$ cat src/rtl/div_unit.sv
// div_unit: iterative radix-2 restoring RV32M divider; `DIV_FAST_CORNER_EN finishes div-by-zero/overflow in one cycle
module div_unit #(
  parameter int XLEN = 32
) (
  input  logic            clk,
  input  logic            aresetn,
  input  logic            start,
  input  logic [1:0]      op,
  input  logic [XLEN-1:0] dividend,
  input  logic [XLEN-1:0] divisor,
  input  logic            flush,
  output logic            busy,
  output logic            done,
  output logic [XLEN-1:0] result
);
  localparam int CW = $clog2(XLEN);
  typedef enum logic [1:0] {IDLE, CALC, DONE} state_t;
  state_t state_q, state_d;
  logic [CW-1:0] cnt_q, cnt_d;
  logic [XLEN-1:0] rem_q, rem_d, quo_q, quo_d, dvs_q, dvs_d, cval_q, cval_d, result_q, result_d;
  logic op1_q, op1_d, neg_q, neg_d, sgn_q, sgn_d, cor_q, cor_d, busy_q, busy_d, done_q, done_d;
  logic sgn_op, a_neg, b_neg, div0, ovf, corner, accept;
  logic [XLEN-1:0] a_mag, b_mag, cval, rem_n, quo_n, q_fix, r_fix, fix;
  logic [XLEN:0] sh, trial;
  assign sgn_op = ~op[0];
  assign a_neg  = sgn_op & dividend[XLEN-1];
  assign b_neg  = sgn_op & divisor[XLEN-1];
  assign a_mag  = a_neg ? -dividend : dividend;
  assign b_mag  = b_neg ? -divisor : divisor;
  assign div0   = divisor == '0;
  assign ovf    = sgn_op & (dividend == {1'b1, {(XLEN-1){1'b0}}}) & (&divisor);
  assign corner = div0 | ovf;
  assign cval   = div0 ? (op[1] ? dividend : '1) : (op[1] ? '0 : dividend);
  assign accept = start & ~flush & (state_q != CALC);
  // Trial subtraction at XLEN+1 bits: its MSB is the borrow that decides the quotient bit
  assign sh     = {rem_q, quo_q[XLEN-1]};
  assign trial  = sh - {1'b0, dvs_q};
  assign rem_n  = trial[XLEN] ? sh[XLEN-1:0] : trial[XLEN-1:0];
  assign quo_n  = {quo_q[XLEN-2:0], ~trial[XLEN]};
  assign q_fix  = neg_q ? -quo_n : quo_n;
  assign r_fix  = sgn_q ? -rem_n : rem_n;
  assign fix    = cor_q ? cval_q : (op1_q ? r_fix : q_fix);
  always_comb begin
    state_d  = (state_q == CALC) ? CALC : IDLE;
    cnt_d    = cnt_q;
    rem_d    = rem_q;
    quo_d    = quo_q;
    dvs_d    = dvs_q;
    cval_d   = cval_q;
    result_d = result_q;
    op1_d    = op1_q;
    neg_d    = neg_q;
    sgn_d    = sgn_q;
    cor_d    = cor_q;
    if (accept) begin
      op1_d  = op[1];
      neg_d  = a_neg ^ b_neg;
      sgn_d  = a_neg;
      cor_d  = corner;
      cval_d = cval;
      rem_d  = '0;
      quo_d  = a_mag;
      dvs_d  = b_mag;
      cnt_d  = CW'(XLEN-1);
`ifdef DIV_FAST_CORNER_EN
      state_d  = corner ? DONE : CALC;
      result_d = corner ? cval : result_q;
`else
      state_d  = CALC;
`endif
    end else if (state_q == CALC) begin
      if (flush) begin
        state_d = IDLE;
      end else begin
        rem_d = rem_n;
        quo_d = quo_n;
        cnt_d = cnt_q - 1'b1;
        if (cnt_q == '0) begin
          state_d  = DONE;
          result_d = fix;
        end
      end
    end
    busy_d = state_d == CALC;
    done_d = state_d == DONE;
  end
  always_ff @(posedge clk or negedge aresetn) begin
    if (!aresetn) begin
      state_q  <= IDLE;
      cnt_q    <= '0;
      rem_q    <= '0;
      quo_q    <= '0;
      dvs_q    <= '0;
      cval_q   <= '0;
      result_q <= '0;
      op1_q    <= 1'b0;
      neg_q    <= 1'b0;
      sgn_q    <= 1'b0;
      cor_q    <= 1'b0;
      busy_q   <= 1'b0;
      done_q   <= 1'b0;
    end else begin
      state_q  <= state_d;
      cnt_q    <= cnt_d;
      rem_q    <= rem_d;
      quo_q    <= quo_d;
      dvs_q    <= dvs_d;
      cval_q   <= cval_d;
      result_q <= result_d;
      op1_q    <= op1_d;
      neg_q    <= neg_d;
      sgn_q    <= sgn_d;
      cor_q    <= cor_d;
      busy_q   <= busy_d;
      done_q   <= done_d;
    end
  end
  assign busy   = busy_q;
  assign done   = done_q;
  assign result = result_q;
endmodule

$ cat config.mk
export PLATFORM = sky130hd
export DESIGN_NAME = div_unit
export DESIGN_NICKNAME = d
export VERILOG_FILES = /design/src/rtl/div_unit.sv
export SDC_FILE = /design/constraint.sdc
export NUM_CORES = 1
export LEC_CHECK = 0
export BUFFER_PORTS_ARGS = -buffer_cell sky130_fd_sc_hd__buf_2
export CORE_MARGIN = 5
export CORE_UTILIZATION = 40
export DETAILED_ROUTE_END_ITERATION = 10
export GPL_ROUTABILITY_DRIVEN = 0
export PLACE_DENSITY_LB_ADDON = 0.15
export SLEW_MARGIN = 15
export SYNTH_ARGS = -nofsm -noshare
export SYNTH_HDL_FRONTEND = slang
export SYNTH_SLANG_ARGS = --single-unit
$ cat constraint.sdc
create_clock -name clk -period 6.1 [get_ports clk]
set_input_delay 0.61 -clock clk [delete_from_list [all_inputs] [get_ports clk]]
set_output_delay 0.61 -clock clk [all_outputs]
set_load 0.02 [all_outputs]
==> impl_results.html <==
<table>
<tr><th>Metric</th><th>Value</th></tr>
<tr><th colspan="2">Placed design</th></tr>
<tr><td>Placed instance area</td><td>0.0134 sq mm</td></tr>
<tr><td>Cell count after placement</td><td>2003</td></tr>
<tr><td>Post-place setup slack</td><td>0.821 ns</td></tr>
<tr><td>Hpwl dp</td><td>31700 um</td></tr>
<tr><td>IO Port Bufs</td><td>103</td></tr>
<tr><th colspan="2">Timing</th></tr>
<tr><td>Final number of setup-violating endpoints</td><td>0</td></tr>
<tr><td>Setup repair after global routing missed its margin</td><td>no</td></tr>
<tr><td>Max-slew violation count</td><td>0</td></tr>
<tr><td>Crit path time final</td><td>5.53 ns</td></tr>
<tr><td>Maximum frequency from static timing analysis</td><td>181 MHz</td></tr>
<tr><td>Final Hold Viols</td><td>0</td></tr>
<tr><td>Worst-margin pin slew</td><td>1.05 ns</td></tr>
<tr><td>Final worst-path cycle share</td><td>90.6%</td></tr>
<tr><td>Remaining max-slew budget at the tightest pin</td><td>29.2%</td></tr>
<tr><td>Final setup TNS</td><td>0 ns</td></tr>
<tr><td>Fin Clk Skew</td><td>0.0185 ns</td></tr>
<tr><td>Fin worst setup slack</td><td>0.575 ns</td></tr>
<tr><th colspan="2">Final layout</th></tr>
<tr><td>Number of non-filler instances in the completed layout</td><td>2033</td></tr>
<tr><td>Fraction of layout instances using a drive strength above 1</td><td>11.0%</td></tr>
<tr><td>Synthesis-to-layout area growth</td><td>11.0%</td></tr>
<tr><td>Sequential cell area in the final layout</td><td>0.00433 sq mm</td></tr>
<tr><td>Most frequent standard cell in the layout excluding fill and tap cells</td><td>o21ai_0</td></tr>
<tr><td>Count of filler cells inserted in the layout</td><td>3167</td></tr>
<tr><td>Fin util</td><td>44.7%</td></tr>
<tr><td>Antenna cells</td><td>0</td></tr>
<tr><td>Multi-input logic area</td><td>0.00772 sq mm</td></tr>
<tr><td>Number of nets in the layout</td><td>1729</td></tr>
<tr><td>Top library cells by usage in the layout, fill and taps aside</td><td>242 x o21ai_0, 201 x nand2_1, 173 x dfrtp_1</td></tr>
<tr><td>Final design area excluding fillers</td><td>0.0140 sq mm</td></tr>
<tr><th colspan="2">Die</th></tr>
<tr><td>Core Footprint</td><td>0.0313 sq mm</td></tr>
<tr><td>Overall die area</td><td>0.0352 sq mm</td></tr>
<tr><td>Initial Utilization</td><td>40.3%</td></tr>
<tr><td>Vertical die dimension</td><td>188 um</td></tr>
<tr><td>Site Rows</td><td>65</td></tr>
<tr><td>Number of I/O pins</td><td>104</td></tr>
<tr><td>Horizontal die dimension</td><td>188 um</td></tr>
<tr><th colspan="2">GRT</th></tr>
<tr><td>Global-route wire length before repair</td><td>66800 um</td></tr>
<tr><td>Grt ovf</td><td>0</td></tr>
<tr><td>Via count of the first global-routing pass</td><td>11.4k</td></tr>
<tr><td>Global router's overall resource usage</td><td>23.8%</td></tr>
<tr><td>Highest-utilization routing layer at the global route stage</td><td>met2</td></tr>
<tr><td>Antenna violations before repair</td><td>1</td></tr>
<tr><td>Met2 Track Usage GR</td><td>36.1%</td></tr>
<tr><td>Grt met1 use</td><td>35.8%</td></tr>
<tr><td>GRT met3 Usage</td><td>3.29%</td></tr>
<tr><td>Largest net degree at the start of global routing</td><td>86</td></tr>
<tr><th colspan="2">Clock tree</th></tr>
<tr><td>Clock slew at reported path FFs</td><td>0.08 ns</td></tr>
<tr><td>Setup fix buffers added after clock tree synthesis</td><td>0</td></tr>
<tr><td>Clock latency on the worst-skew pair</td><td>0.45 ns</td></tr>
<tr><td>TritonCTS Buffers</td><td>17</td></tr>
<tr><td>Largest buffer count on any clock path</td><td>2</td></tr>
<tr><td>CTS sink count</td><td>173</td></tr>
<tr><td>Htree depth</td><td>4</td></tr>
<tr><td>Clock tree from TritonCTS</td><td>yes</td></tr>
<tr><td>Cells resized by post-CTS repair</td><td>0</td></tr>
<tr><td>Post-cts hold buffer count</td><td>0</td></tr>
<tr><td>Buffer cell driving the clock tree root</td><td>clkbuf_16</td></tr>
<tr><th colspan="2">Setup path</th></tr>
<tr><td>Critical Path Start Type</td><td>flop</td></tr>
<tr><td>Largest stage delay on the critical path</td><td>0.71 ns</td></tr>
<tr><td>Number of cells on the critical path</td><td>20</td></tr>
<tr><td>Data required time of the worst path</td><td>6.43 ns</td></tr>
<tr><td>Number of cell instances on the worst register-to-register path</td><td>20</td></tr>
<tr><td>Reg-to-reg setup timing slack</td><td>0.57 ns</td></tr>
<tr><td>Critical path start-end classification</td><td>reg -&gt; reg</td></tr>
<tr><td>Crit end category</td><td>flop</td></tr>
<tr><td>Kind of cell with the highest combined delay on the critical path</td><td>simple AND/OR/NAND/NOR gates</td></tr>
<tr><td>Slowest-stage cell, CP</td><td>nor4b_1</td></tr>
<tr><td>Crit path arrival time</td><td>5.85 ns</td></tr>
<tr><td>Bufs and invs on worst path</td><td>3</td></tr>
<tr><td>Cell breakdown of the critical path</td><td>inv_1, ha_1, inv_1, fa_1, a211oi_4, o211ai_1, nand3_1, a21boi_1, nor3_2, nor2_4, inv_2, mux2i_1, ha_1, nor4b_1, nand4_1, o31ai_1, o211ai_1, nor4_1, mux2i_1, a21o_1</td></tr>
<tr><td>Max FO, Critical Path</td><td>11</td></tr>
<tr><th colspan="2">Logic synthesis</th></tr>
<tr><td>Avg Synthesized Cell Area</td><td>8.01 sq um</td></tr>
<tr><td>Number of unique standard cell types used by synthesis</td><td>75</td></tr>
<tr><td>Main flop type after synthesis</td><td>dfrtp_1</td></tr>
<tr><td>Sequential cell area fraction in the yosys report</td><td>34.3%</td></tr>
<tr><td>Total nets after synthesis</td><td>1682</td></tr>
<tr><td>Yosys reg bits</td><td>173</td></tr>
<tr><td>Number of enable flip-flop cells after synthesis</td><td>0</td></tr>
<tr><td>Summed instance area of the synthesized netlist</td><td>0.0126 sq mm</td></tr>
<tr><td>Post-Syn Instances</td><td>1573</td></tr>
<tr><td>Async set-reset flop share out of synthesis</td><td>100%</td></tr>
<tr><td>Ys Warns</td><td>0</td></tr>
<tr><th colspan="2">Routing</th></tr>
<tr><td>Iteration-0 DRC Markers</td><td>1022</td></tr>
<tr><td>DRC errors left</td><td>0</td></tr>
<tr><td>Detail Route Antenna Nets</td><td>0</td></tr>
<tr><td>Detail-routed via count per cell</td><td>5.94</td></tr>
<tr><td>Final wirelength</td><td>42700 um</td></tr>
<tr><td>Number of iterations in the first detailed-routing pass</td><td>5</td></tr>
<tr><td>Total via count in the routed design</td><td>12.1k</td></tr>
<tr><td>Final routed wire length divided by cell count</td><td>21.0 um</td></tr>
<tr><th colspan="2">Power</th></tr>
<tr><td>Maximum vdd ir drop</td><td>0.281 mV</td></tr>
<tr><td>Leakage power</td><td>5.95 nW</td></tr>
<tr><td>Total power divided by cell area</td><td>494 mW/mm^2</td></tr>
<tr><th colspan="2">Job</th></tr>
<tr><td>Number of violations of the max-capacitance limit</td><td>0</td></tr>
<tr><th colspan="2">Worst hold path</th></tr>
<tr><td>Min-delay worst type</td><td>in -&gt; async</td></tr>
<tr><th colspan="2">Outcome</th></tr>
<tr><td>Status</td><td>completed</td></tr>
</table>
==> layout make-up <==
cell class,instances,share of cell area (%)
clock buffer,18,3.07
clock inverter,12,0.921
inverter,59,1.58
multi-input combinational,1248,55.2
sequential,173,31.0
tap,402,3.60
timing repair buffer,121,4.70
==> synth_stat cells (all sizes together) (13+ instances only) <==
master / count / share of area, %
buf: 13 / 0.48
nor3: 32 / 1.3
o31ai: 24 / 1.4
xnor2: 81 / 5.6
nor4: 22 / 1.1
nand2b: 18 / 0.95
clkbuf: 80 / 2.4
o211ai: 18 / 1.1
dfrtp: 173 / 34
mux2i: 28 / 2.2
a21o: 13 / 0.77
and3: 14 / 0.69
a22oi: 35 / 2.1
a31oi: 14 / 0.69
a211oi: 13 / 0.87
o21ai: 250 / 10
or3: 15 / 0.74
nand3: 13 / 0.52
inv: 59 / 1.8
xor2: 52 / 3.6
ha: 38 / 3.8
nor2: 99 / 3.0
nand2: 202 / 6.0
nand4: 21 / 1.0
a21oi: 104 / 4.2
==> cell families (layout without fill, tap and decap cells) <==
| group | Yosys count | count (layout) | share of synthesized area, % |
|---|---|---|---|
| buffers and inverters | 152 | 210 | 4.62 |
| xor gates and xnor gates | 133 | 133 | 9.24 |
| and+or+nand+nor | 484 | 484 | 18.1 |
| AOI/OAI and AO/OA | 558 | 558 | 27.0 |
| DFF | 173 | 173 | 34.3 |
| muxes | 34 | 34 | 2.79 |
| adders and majority gates | 39 | 39 | 3.93 |
==> power breakdown <==
part	switching (mW)	total (mW)	leakage, nW	internal (mW)
Combinational	2.68	4.14	3.42	1.46
Clock	0.532	1.11	0.279	0.574
Sequential	0.282	1.66	2.25	1.38
Total	3.50	6.91	5.95	3.41
==> stage by stage <==
stage,power [mW],hold slack [ns]
finish,6.91,0.166
global route,7.37,0.218
CTS,6.86,0.186
detailed placement,5.73,0.467
global placement,5.70,0.459
floorplan,4.48,0.314
==> worst paths after layout <==
| kind | startpoint | to |
|---|---|---|
| setup / recovery | quo_q[31] | result[30] |
| hold / removal | aresetn | rem_q[18] |
| setup reg to reg | quo_q[31] | result[30] |
| hold reg to reg | dvs_q[23] | dvs_q[23] |
| max in group asynchronous | aresetn | result[7] |
| min in group clk | op[1] | op1_q |
==> state kept, by name (all words and copies together) (netlist names) <==
signal   count
sgn_q        1
done         1
state_q      2
cor_q        1
cval_q      32
result      32
rem_q       32
quo_q       32
dvs_q       32
op1_q        1
busy         1
cnt_q        5
neg_q        1
==> routing by layer <==
layer | share of wire (%) | wire [um] | vias up
met2 | 44 | 18800 | 403
met5 | 0 | 0 | -
li1 | - | - | 5779
met3 | 5.6 | 2390 | 48
met1 | 48 | 20700 | 5854
met4 | 1.9 | 829 | 0
(Power assumes the default switching activity.)
